### config.mk
export PLATFORM = sky130hd
export DESIGN_NAME = led_blink_array
export DESIGN_NICKNAME = d
export VERILOG_FILES = /design/src/rtl/led_ctrl_pkg.sv /design/src/rtl/led_channel.sv /design/src/rtl/led_blink_array.sv
export SDC_FILE = /design/constraint.sdc
export NUM_CORES = 1
export LEC_CHECK = 0
export ABC_AREA = 1
export CORE_UTILIZATION = 35
export CTS_CLUSTER_SIZE = 14
export DETAILED_ROUTE_END_ITERATION = 8
export PLACE_DENSITY = 0.59
export SYNTH_ARGS = -nofsm -noshare
export SYNTH_HDL_FRONTEND = slang
export SYNTH_SLANG_ARGS = --single-unit
export TNS_END_PERCENT = 50
### constraint.sdc
create_clock -name clk -period 1.7 [get_ports clk]
set_input_delay 0.425 -clock clk [delete_from_list [all_inputs] [get_ports clk]]
set_output_delay 0.425 -clock clk [all_outputs]
set_load 0.1 [all_outputs]
### src/rtl/led_ctrl_pkg.sv
// Shared types and constants for the LED blink array.
package led_ctrl_pkg;

  typedef enum logic [1:0] {
    LED_OFF     = 2'd0,
    LED_ON      = 2'd1,
    LED_BLINK   = 2'd2,
    LED_ONESHOT = 2'd3
  } led_mode_t;

  localparam int PWM_W = 4;

endpackage

### src/rtl/led_channel.sv
// One LED channel: mode/half/phase/state registers, advanced by the shared tick.
// Optional LED_PWM_EN adds a per-channel duty register and PWM compare.
//
// state (mode_q) | meaning
// LED_OFF        | led low, phase held at 0
// LED_ON         | led high, phase held at 0
// LED_BLINK      | led toggles every half ticks
// LED_ONESHOT    | led high for half ticks, then falls back to LED_OFF
module led_channel
  import led_ctrl_pkg::*;
#(
  parameter int PER_W = 12
) (
  input  logic             clk,
  input  logic             reset,
  input  logic             tick,
  input  logic             wr,
  input  led_mode_t        mode,
  input  logic [PER_W-1:0] half,
`ifdef LED_PWM_EN
  input  logic [PWM_W-1:0] duty,
  input  logic [PWM_W-1:0] pwm_cnt,
`endif
  output logic             led
);

  led_mode_t        mode_q, mode_d;
  logic [PER_W-1:0] half_q, half_d;
  logic [PER_W-1:0] phase_q, phase_d;
  logic             state_q, state_d;
  logic             last;

`ifdef LED_PWM_EN
  logic [PWM_W-1:0] duty_q, duty_d;
`endif

  assign last = (phase_q == half_q - PER_W'(1));

  always_ff @(posedge clk) begin
    if (reset) begin
      mode_q  <= LED_OFF;
      half_q  <= PER_W'(1);
      phase_q <= '0;
      state_q <= 1'b0;
`ifdef LED_PWM_EN
      duty_q  <= '1;
`endif
    end else begin
      mode_q  <= mode_d;
      half_q  <= half_d;
      phase_q <= phase_d;
      state_q <= state_d;
`ifdef LED_PWM_EN
      duty_q  <= duty_d;
`endif
    end
  end

  always_comb begin
    mode_d  = mode_q;
    half_d  = half_q;
    phase_d = phase_q;
    state_d = state_q;
`ifdef LED_PWM_EN
    duty_d  = duty_q;
`endif
    // A write takes priority over a coincident tick, which is dropped.
    if (wr) begin
      mode_d  = mode;
      half_d  = (half == '0) ? PER_W'(1) : half;
      phase_d = '0;
      state_d = (mode != LED_OFF);
`ifdef LED_PWM_EN
      duty_d  = duty;
`endif
    end else if (tick) begin
      case (mode_q)
        LED_BLINK: begin
          if (last) begin
            phase_d = '0;
            state_d = ~state_q;
          end else begin
            phase_d = phase_q + PER_W'(1);
          end
        end
        LED_ONESHOT: begin
          if (last) begin
            phase_d = '0;
            state_d = 1'b0;
            mode_d  = LED_OFF;
          end else begin
            phase_d = phase_q + PER_W'(1);
          end
        end
        default: phase_d = '0;
      endcase
    end
  end

`ifdef LED_PWM_EN
  assign led = state_q && (pwm_cnt <= duty_q);
`else
  assign led = state_q;
`endif

endmodule

### src/rtl/led_blink_array.sv
// Array of independent LED blinkers sharing one tick prescaler and a config port.
// Optional LED_PWM_EN adds cfg_duty and a free-running PWM counter.
module led_blink_array
  import led_ctrl_pkg::*;
#(
  parameter  int NUM_CH   = 4,
  parameter  int TICK_DIV = 48000,
  parameter  int PER_W    = 12,
  localparam int CH_W     = (NUM_CH > 1) ? $clog2(NUM_CH) : 1
) (
  input  logic              clk,
  input  logic              reset,
  input  logic              cfg_valid,
  output logic              cfg_ready,
  input  logic [CH_W-1:0]   cfg_ch,
  input  led_mode_t         cfg_mode,
  input  logic [PER_W-1:0]  cfg_half,
`ifdef LED_PWM_EN
  input  logic [PWM_W-1:0]  cfg_duty,
`endif
  output logic              tick,
  output logic [NUM_CH-1:0] led
);

  localparam int CNT_W = $clog2(TICK_DIV);
  localparam logic [CNT_W-1:0] CNT_LAST = CNT_W'(TICK_DIV - 1);

  logic [CNT_W-1:0] cnt;
  logic             accept;

  assign accept = cfg_valid && cfg_ready;
  assign tick   = (cnt == CNT_LAST);

  // Ready drops for one cycle after every accept, limiting writes to one per two cycles.
  always_ff @(posedge clk) begin
    if (reset) begin
      cnt       <= '0;
      cfg_ready <= 1'b1;
    end else begin
      cnt       <= (cnt == CNT_LAST) ? '0 : cnt + CNT_W'(1);
      cfg_ready <= ~accept;
    end
  end

`ifdef LED_PWM_EN
  logic [PWM_W-1:0] pwm_cnt;

  always_ff @(posedge clk) begin
    if (reset) pwm_cnt <= '0;
    else       pwm_cnt <= pwm_cnt + PWM_W'(1);
  end
`endif

  // Out-of-range cfg_ch matches no channel, so the write is consumed silently.
  for (genvar i = 0; i < NUM_CH; i++) begin : g_ch
    led_channel #(
      .PER_W (PER_W)
    ) u_ch (
      .clk     (clk),
      .reset   (reset),
      .tick    (tick),
      .wr      (accept && (cfg_ch == CH_W'(i))),
      .mode    (cfg_mode),
      .half    (cfg_half),
`ifdef LED_PWM_EN
      .duty    (cfg_duty),
      .pwm_cnt (pwm_cnt),
`endif
      .led     (led[i])
    );
  end

endmodule
==> impl_results.rst <==
.. list-table::
   :header-rows: 1

   * - Metric
     - Value
   * - Antenna violations before repair
     - 0
   * - Total die area
     - 21930 um2
   * - Final critical path time including I/O delays and setup
     - 2043 ps
   * - Worst flop-to-flop path endpoint
     - g_ch[3].u_ch.mode_q[1]$_SDFFE_PP0P_
   * - Worst clock skew
     - 5.813 ps
   * - Relative contribution of combinational cells to total power
     - 16.6%
   * - Root Buffer Master
     - sky130_fd_sc_hd__clkbuf_16
   * - Width of the chip
     - 148.1 um
   * - Pin count of the biggest net entering global routing
     - 18
   * - Data required time of the worst path
     - 1270 ps
   * - Worst path setup slack after routing
     - -343.3 ps
   * - Count of distinct cell types in the synthesized netlist
     - 42
   * - Hold-critical path depth
     - 1
   * - Areal power density over the cells
     - 728.0 nW/um2
   * - Total length of routed wires
     - 22.24 mm
   * - Register-to-Register Path Depth
     - 15
   * - Port bufs
     - 24
   * - CP Max Fanout
     - 3
   * - Area of all placed cells without fillers
     - 11090 um2
   * - Max rail drop VDD
     - 0.6752 mV
   * - Leak pwr
     - 4.804 nW
   * - Post-synth ARST share
     - 0%
   * - Clock-pin slew reported for the worst setup and hold paths after clock tree synthesis
     - 50 ps
   * - Min-Delay Startpoint
     - cfg_ready$_SDFF_PP1_
   * - Total of hold buffers inserted after clock tree synthesis
     - 0
   * - Most frequently used cell type in the post-synthesis netlist
     - sky130_fd_sc_hd__nand2_1
   * - RD Place Congestion
     - 0.8704
   * - Violations in the final reports
     - setup timing
   * - CTS Buf Count
     - 17
   * - Net load switching power
     - 0.002111 W
   * - Largest area contributor in the synthesized netlist
     - sky130_fd_sc_hd__dfxtp_1
   * - Max-slew headroom at the worst pin
     - 75.95%
   * - Actual transition at the worst max-transition pin
     - 359.4 ps
   * - Max Root-Sink Buffers
     - 2
   * - Setup tns final
     - -9425 ps
   * - Avg WL per Cell
     - 13.61 um
   * - Clock network power share
     - 45.7%
   * - Run status
     - finished with violations
   * - Synthesized net count
     - 1157
   * - Synth-to-layout area growth
     - 48.48%
   * - # setup viols final
     - 64
   * - Initial detailed-routing violation count
     - 427
   * - Sequential share of power
     - 37.7%
   * - Maximum clock frequency
     - 0.4894 GHz
   * - Mean instance size in the synthesized netlist
     - 6.615 um2
   * - Largest cells by area after synthesis
     - sky130_fd_sc_hd__dfxtp_1 34%, sky130_fd_sc_hd__nand2_1 15%, sky130_fd_sc_hd__inv_1 6.9%, sky130_fd_sc_hd__nor2_1 5.9%, sky130_fd_sc_hd__nand3_1 5.8%
   * - CTS sink count
     - 125
   * - Prevailing post-synth register cell
     - sky130_fd_sc_hd__dfxtp_1
   * - DR vias/cell
     - 4.852
   * - Warning count from the yosys run
     - 0
   * - Category of the worst setup path capture point
     - output port
   * - Area inside the core boundary
     - 20960 um2
   * - GRT busiest layer
     - met2
   * - Worst reg-to-reg setup slack
     - -300 ps
   * - Sequential element share of the synthesized area
     - 33.51%
   * - Layout cells sized above 1
     - 33.92%
   * - Worst Path Arrival
     - 1620 ps
   * - Max Slew Vio Count
     - 0
   * - Die height
     - 148.1 um
   * - Initial standard-cell utilization of the core
     - 35.64%
   * - CTS tree
     - yes
   * - Critical setup path kind
     - register to output port
   * - Unrepaired setup endpoints after global routing
     - true
   * - Nature of the critical path startpoint
     - register
   * - Overflow after GRT
     - 0
   * - Most frequent cells after synthesis
     - 291 x sky130_fd_sc_hd__nand2_1, 137 x sky130_fd_sc_hd__inv_1, 125 x sky130_fd_sc_hd__dfxtp_1, 117 x sky130_fd_sc_hd__nor2_1, 86 x sky130_fd_sc_hd__nand3_1
   * - Netlist Area Pre-Place
     - 7468 um2
   * - Met1 capacity usage during global routing
     - 25.77%
   * - Post-layout util
     - 52.92%
   * - Final-report hold violation count
     - 0
   * - Clk Latency, worst-skew pair
     - 420 ps
   * - Share of the clock period used by the worst path after layout
     - 120.2%
   * - Detailed-placement wirelength estimate
     - 15.84 mm
   * - Synthesized netlist cell count
     - 1129
   * - Total via count after detailed routing
     - 7928
   * - Min-delay worst type
     - register to register
   * - Hold-critical path endpoint
     - cfg_ready$_SDFF_PP1_
   * - Antenna Nets Post-Route
     - 0
   * - NumNets Final
     - 1376
   * - Hold Worst Slack
     - 470.5 ps
   * - Switch share
     - 26.15%
   * - EDFF count, synth
     - 0
   * - Met3 Resource Use GR
     - 4.479%
   * - Launch instance of the worst register-to-register path
     - g_ch[3].u_ch.half_q[1]$_SDFFE_PP0P_
   * - Worst slack at placement
     - -405.9 ps
   * - Routing usage on met2
     - 34.34%
   * - Initial DRT Pass Iterations
     - 6
   * - Total I/O pin count
     - 25
   * - Number of H-tree levels
     - 4
   * - Max-capacitance violation count
     - 0
   * - Global router's overall resource usage
     - 20.40%
   * - Area after DPL
     - 9353 um2
   * - First-pass GRT wire length
     - 35.45 mm
   * - Vias in the first global route
     - 7454
   * - Internal power contribution
     - 0.005962 W
   * - Diodes inserted
     - 0
   * - #FFs+latches synth
     - 125
   * - Top cell type's share of synthesized area
     - 33.51%
   * - DRC errors left
     - 0
   * - Number of cell rows
     - 53
[routing by layer]
layer | vias up | share of wire, %
met5 | - | 0
li1 | 4074 | -
met2 | 138 | 49
met3 | 36 | 4.7
met4 | 0 | 1.9
met1 | 3680 | 45
[worst max-delay path by stage]
stage / start / to / slack, ps / cells after the start
after global placement: cfg_valid / g_ch[3].u_ch.half_q[0]$_SDFFE_PP1P_ / -410 / 9
final: cnt[1]$_SDFF_PP0_ / tick / -340 / 8
after global routing: g_ch[3].u_ch.half_q[0]$_SDFFE_PP1P_ / g_ch[3].u_ch.mode_q[1]$_SDFFE_PP0P_ / -460 / 15
after CTS: cnt[1]$_SDFF_PP0_ / tick / -380 / 8
after floorplan: g_ch[1].u_ch.half_q[0]$_SDFFE_PP1P_ / g_ch[1].u_ch.phase_q[10]$_SDFFE_PP0P_ / -70 / 14
after detailed placement: cfg_valid / g_ch[0].u_ch.half_q[5]$_SDFFE_PP0P_ / -410 / 9
[stage by stage]
stage / cells / total power, W
6_report: 1634 / 0.008073
5_1_grt: 1634 / 0.008390
4_1_cts: 1620 / 0.007992
3_5_place_dp: 1571 / 0.004180
3_3_place_gp: 1571 / 0.004177
2_1_floorplan: 1129 / 0.003716
[final cells by class]
cell class / instances / area (um2)
inverter: 152 / 586.8
sequential: 125 / 2529
multi-input combinational: 829 / 5042
clock inverter: 7 / 112.6
tap: 275 / 344.1
timing repair buffer: 223 / 1997
fill: 2049 / 9866
clock buffer: 23 / 478.0
[cell families after synthesis]
logic type      after synthesis  synth area share, %
simple gates                611                37.59
buf+inv                     175                9.281
compound gates              150                11.19
flops                       125                33.51
xor+xnor                     59                6.919
fa+ha+maj                     9                1.508
[cell usage in the layout (no fill, tap or decap), drive strengths merged, types with 37 or more instances in the layout]
master	n
nor2	145
o21ai	48
dfxtp	125
nand3	91
nand2	304
buf	205
o22ai	37
inv	147
xor2	40
a21oi	58
[power by group through the flow]
stage,Combinational [W],Clock [W],Sequential (W)
after CTS,0.00119,0.00376,0.00304
after detailed placement,0.00108,0,0.00310
after global placement,0.00107,0,0.00310
after global routing,0.00145,0.00389,0.00305
after floorplan,0.000614,0,0.00310
final,0.00134,0.00369,0.00305
[critical path: stages, from the launching register on]
cell	delay [ps]
sky130_fd_sc_hd__dfxtp_2	350
sky130_fd_sc_hd__ha_4	150
sky130_fd_sc_hd__nand2_4	50
sky130_fd_sc_hd__nor2_4	80
sky130_fd_sc_hd__nand2_2	70
sky130_fd_sc_hd__nor2_4	130
sky130_fd_sc_hd__nand3_4	120
sky130_fd_sc_hd__inv_8	80
sky130_fd_sc_hd__buf_12	160
[repair_timing]
action,in CTS,in global routing
endpoints found under the hold margin,0,0
gates resized for setup,93,139
setup endpoints to repair,72,115
gates cloned,1,0
setup buffers,18,17
pin swaps,55,64
[sequential cells by signal, indices dropped and copies added (netlist names)]
signal / flops
g_ch.u_ch.half_q: 48
g_ch.u_ch.phase_q: 48
g_ch.u_ch.led: 4
g_ch.u_ch.mode_q: 8
cfg_ready: 1
cnt: 16
(Power assumes the default switching activity.)
==> patch 1, RTL diff (config.mk and constraints unchanged) <==
`TICK_DIV`: 48000 -> 192000.
--- a/src/rtl/led_blink_array.sv
+++ b/src/rtl/led_blink_array.sv
@@ -5,5 +5,5 @@
 #(
   parameter  int NUM_CH   = 4,
-  parameter  int TICK_DIV = 48000,
+  parameter  int TICK_DIV = 192000,
   parameter  int PER_W    = 12,
   localparam int CH_W     = (NUM_CH > 1) ? $clog2(NUM_CH) : 1
Function: no difference found for any inputs over 10 cycles, from zero or initial values and one cycle with reset high; that may be too few to reach the edited logic, so the function may still have changed.
==> patch 1 against the original RTL <==
The run still ends with negative setup slack left. Die area grew 0.38%. Combinational power shrank 13%. Non-clock buffer count shrank 47. Critical path depth grew 1. Largest power group unchanged. Sequential cell count grew 2. Synthesized area grew 0.39%. Cell area shrank 6.5%. Total power grew 3.6%. Synthesized cell count shrank 0.89%. Count of clock-buffer cells in the layout shrank 4. Clock power grew 11%. Routed wire length shrank 5.0%. Worst setup slack gained 9.6 ps. Via count shrank 3.5%.
==> patch 1: results (changes against the original RTL) <==
| Metric | Value |
|---|---|
| Synth top cells by count | nand2_1, inv_1, dfxtp_1 |
| Syn Area/Cell | 6.70 um^2 (+1.3%) |
| Pre-CTS WS | -425 ps (-19.1 ps) |
| First-pass detailed-route iteration total | 4 (-2) |
| GPL Wtd Cong | 0.869 (-0.22%) |
| Top cells by area, synth | dfxtp_1, nand2_1, inv_1 |
| Leakage | 0.00457 uW (-4.9%) |
| Signal inverters | 162 (+6.6%) |
| XOR/XNOR share of the synthesized area | 5.14% (-1.8 points) |
| Top flop regs | g_ch.u_ch.half_q x48, g_ch.u_ch.phase_q x48, cnt x18 |
| Violations in the final reports | negative setup slack |
| Tmin final | 2030 ps (-9.64 ps) |
| Status | finished with violations |
| Compound-Gate Fraction of Synth Area | 10.3% (-0.89 points) |
| Via count | 7,654 (-3.5%) |
| Placed insts | 1,533 (-2.4%) |
| Signal buf overhead | 15.7% (-2.3 points) |
| Number of sequential cells | 127 (+1.6%) |
| PostCTS Resize Cnt | 52 (-44%) |
| Multi-input gate share of total cell area | 43.9% (-1.6 points) |
| Psw | 2220 uW (+5.3%) |
| Final TNS setup | -7140 ps (+2280 ps) |
| Initial antenna violation count | 1 (+1) |
| First-pass GRT wire length | 34,000 um (-4.1%) |
| Metal2 WL | 10,200 um (-5.7%) |
| Iter 0 DRT Violations | 429 (+0.47%) |
| DRT Wirelength | 21,100 um (-5.0%) |
| Internal reg-to-reg setup slack | -210 ps (+90 ps) |
| Slew headroom | 71.8% (-4.1 points) |
| M3 GR Usage | 3.62% (-0.86 points) |
| Clk_skew | 14.1 ps (+8.34 ps) |
| Final WS setup | -334 ps (+9.64 ps) |
| Setup violators final | 71 (+11%) |
| GR Util met1 | 24.2% (-1.6 points) |
## patch 1: cell types whose count changed after synthesis, moves of 5 or more
cell,change
xor2_1,-9
o21ai_1,-8
o21ai_0,-11
inv_1,+11
a21oi_1,-12
nor2_2,-7
nand3_2,+5
o22ai_1,+6
xnor2_1,-6
nand4_1,+16
## patch 1: how the worst min path moves through the flow
stage                          from   endpoint
after detailed placement  cfg_ready  cfg_ready
final                     cfg_ready  cfg_ready
after global routing      cfg_ready  cfg_ready
after global placement    cfg_ready  cfg_ready
after floorplan              cnt[0]     cnt[0]
after CTS                 cfg_ready  cfg_ready
## patch 1: power groups by stage
stage	combinational (uW)	clock (uW)	sequential, uW
2_1_floorplan	622	0	3150
3_3_place_gp	1010	0	3150
3_5_place_dp	1020	0	3150
4_1_cts	1120	4170	3090
5_1_grt	1270	4300	3100
6_report	1170	4100	3090
==> patch 2, RTL diff (config.mk and constraints unchanged) <==
Without the edit above. Register the input `cfg_mode` before use. The logic sees it one clock later. The other inputs are not delayed to match.
--- a/src/rtl/led_blink_array.sv
+++ b/src/rtl/led_blink_array.sv
@@ -25,4 +25,10 @@
   localparam int CNT_W = $clog2(TICK_DIV);
   localparam logic [CNT_W-1:0] CNT_LAST = CNT_W'(TICK_DIV - 1);
+
+  led_mode_t cfg_mode_q;
+
+  always_ff @(posedge clk) begin
+    cfg_mode_q <= cfg_mode;
+  end
 
   logic [CNT_W-1:0] cnt;
@@ -61,5 +67,5 @@
       .tick    (tick),
       .wr      (accept && (cfg_ch == CH_W'(i))),
-      .mode    (cfg_mode),
+      .mode    (cfg_mode_q),
       .half    (cfg_half),
 `ifdef LED_PWM_EN
Formal check against the unedited RTL: not equivalent (Yosys sat finds a counterexample within 4 cycles, from zero or initial values and one cycle with reset high).
==> patch 2 against the original RTL <==
The run still ends with negative setup slack left. Register-to-register slack improved by 110 ps. Core utilization fell by 1.4 points. Via count fell by 1.8%. Fmax fell by 0.54%. Total power fell by 3.1%. Routed wire length fell by 3.5%. First-iteration DRC count rose by 28%. Worst setup slack got worse by 11 ps. Clock power fell by 1%. Clock skew rose by 9.1 ps. Synthesized area fell by 2.5%. Sequential cell count rose by 2. Cell area fell by 5.7%.
==> patch 2: results (changes against the original RTL) <==
| Metric | Value |
|---|---|
| Total GRT Usage | 20.4% (about the same) |
| DR vias/cell | 4.79 (-1.2%) |
| FF-to-FF End | g_ch[2].u_ch.mode_q[1] |
| Syn_nets | 1,178 (+1.8%) |
| Post-DP HPWL | 15,500 um (-2.1%) |
| Iter 0 DRT Violations | 545 (+28%) |
| Wire per inst | 13.2 um (-2.9%) |
| Setup violators final | 58 (-9.4%) |
| Critical R2R Launch | cnt[0] |
| Hold_sp | cfg_mode[0] |
| First-pass detailed-route iteration total | 5 (-1) |
| GR Util met1 | 26.7% (+0.92 points) |
| Violations in the final reports | negative setup slack |
| Largest net degree at the start of global routing | 17 (-1) |
| Number of global-route vias before repair | 7,260 (-2.6%) |
| Leakage | 0.00466 uW (-3.0%) |
| Status | finished with violations |
| Synth top cells by count | nand2_1, inv_1, nor2_1 |
| Worst-path maximum fanout | 2 (-1) |
| M3 GR Usage | 4.47% (-0.0098 points) |
| Fin nets | 1,370 (-0.44%) |
| Register area share after synthesis | 34.9% (+1.4 points) |
| Met1 wire length | 10,200 um (+2.3%) |
| Worst VDD drop | 0.742 mV (+9.9%) |
| Final WS setup | -354 ps (-11.1 ps) |
| Class of the worst hold path | in -> reg |
| Top cells by area, synth | dfxtp_1, nand2_1, inv_1 |
| Metal2 WL | 10,200 um (-6.1%) |
| Share of cells above drive strength 1 | 29.0% (-5.0 points) |
| Worst-path clk slew | 60 ps |
| First-pass GRT wire length | 34,900 um (-1.4%) |
| Slew headroom | 74.4% (-1.6 points) |
| Clk_skew | 14.9 ps (+9.07 ps) |
| GPL Wtd Cong | 0.848 (-2.6%) |
| Hold path endpoint | cfg_mode_q[0] |
| WL met3 | 794 um (-23%) |
| Final TNS setup | -5750 ps (+3680 ps) |
| Clock latency on the worst-skew pair | 440 ps (+20 ps) |
| Met2 usage | 33.6% (-0.70 points) |
| R2r worst-path depth | 14 (-1) |
-- patch 2: cells by family after synthesis --
logic type	after synthesis	share of synthesized area, %
AOI/OAI and AO/OA	131	10.2
buffers and inverters	192	10.3
and+or+nand+nor	645	37.5
xor gates and xnor gates	46	5.53
DFF	127	34.9
adders and majority gates	9	1.55
-- patch 2: area by class of cell --
type	count	area share, %
multi-input cells	831	44.0
flip-flops and latches	127	24.5
repair buffers	194	16.3
inverters	171	6.35
clock buffers	18	4.20
well taps	270	3.23
clock inverters	13	1.33
-- patch 2: worst max-delay path by stage --
stage,start,to
2_1_floorplan,g_ch[0].u_ch.half_q[0],g_ch[0].u_ch.phase_q[10]
3_3_place_gp,cfg_ch[1],g_ch[3].u_ch.half_q[0]
3_5_place_dp,cfg_ch[1],g_ch[3].u_ch.half_q[0]
4_1_cts,cnt[1],tick
5_1_grt,cnt[0],tick
6_report,cnt[0],tick
-- patch 2: critical path: stages, from the launching register on --
cell and delay [ps]:
dfxtp_2 350, ha_4 150, nand2_4 50, nor2_4 90, nand2_2 80, nor2_4 120, nand2_2 90, inv_4 100
buf_12 170
-- patch 2: through the flow --
step	worst slack (ps)	instances	hold WS [ps]	total power, uW	area, um^2
2_1_floorplan	-23.2	1150	430	3650	7330
3_3_place_gp	-384	1572	454	4080	9040
3_5_place_dp	-397	1572	453	4090	9040
4_1_cts	-365	1616	427	7800	10000
5_1_grt	-407	1624	428	8130	10500
6_report	-354	1624	445	7820	10500
-- patch 2: power by group --
group	leakage (uW)	switching [uW]	internal (uW)
Clock	0.000275	1450	2190
Combinational	0.00335	596	486
Sequential	0.00103	63.0	3040
-- patch 2: timing repair --
action / CTS / global route
resized for setup: 106 / 98
hold endpoints to repair: 0 / 0
buffers inserted: 13 / 12
pin swaps: 45 / 45
setup endpoints to repair: 74 / 121
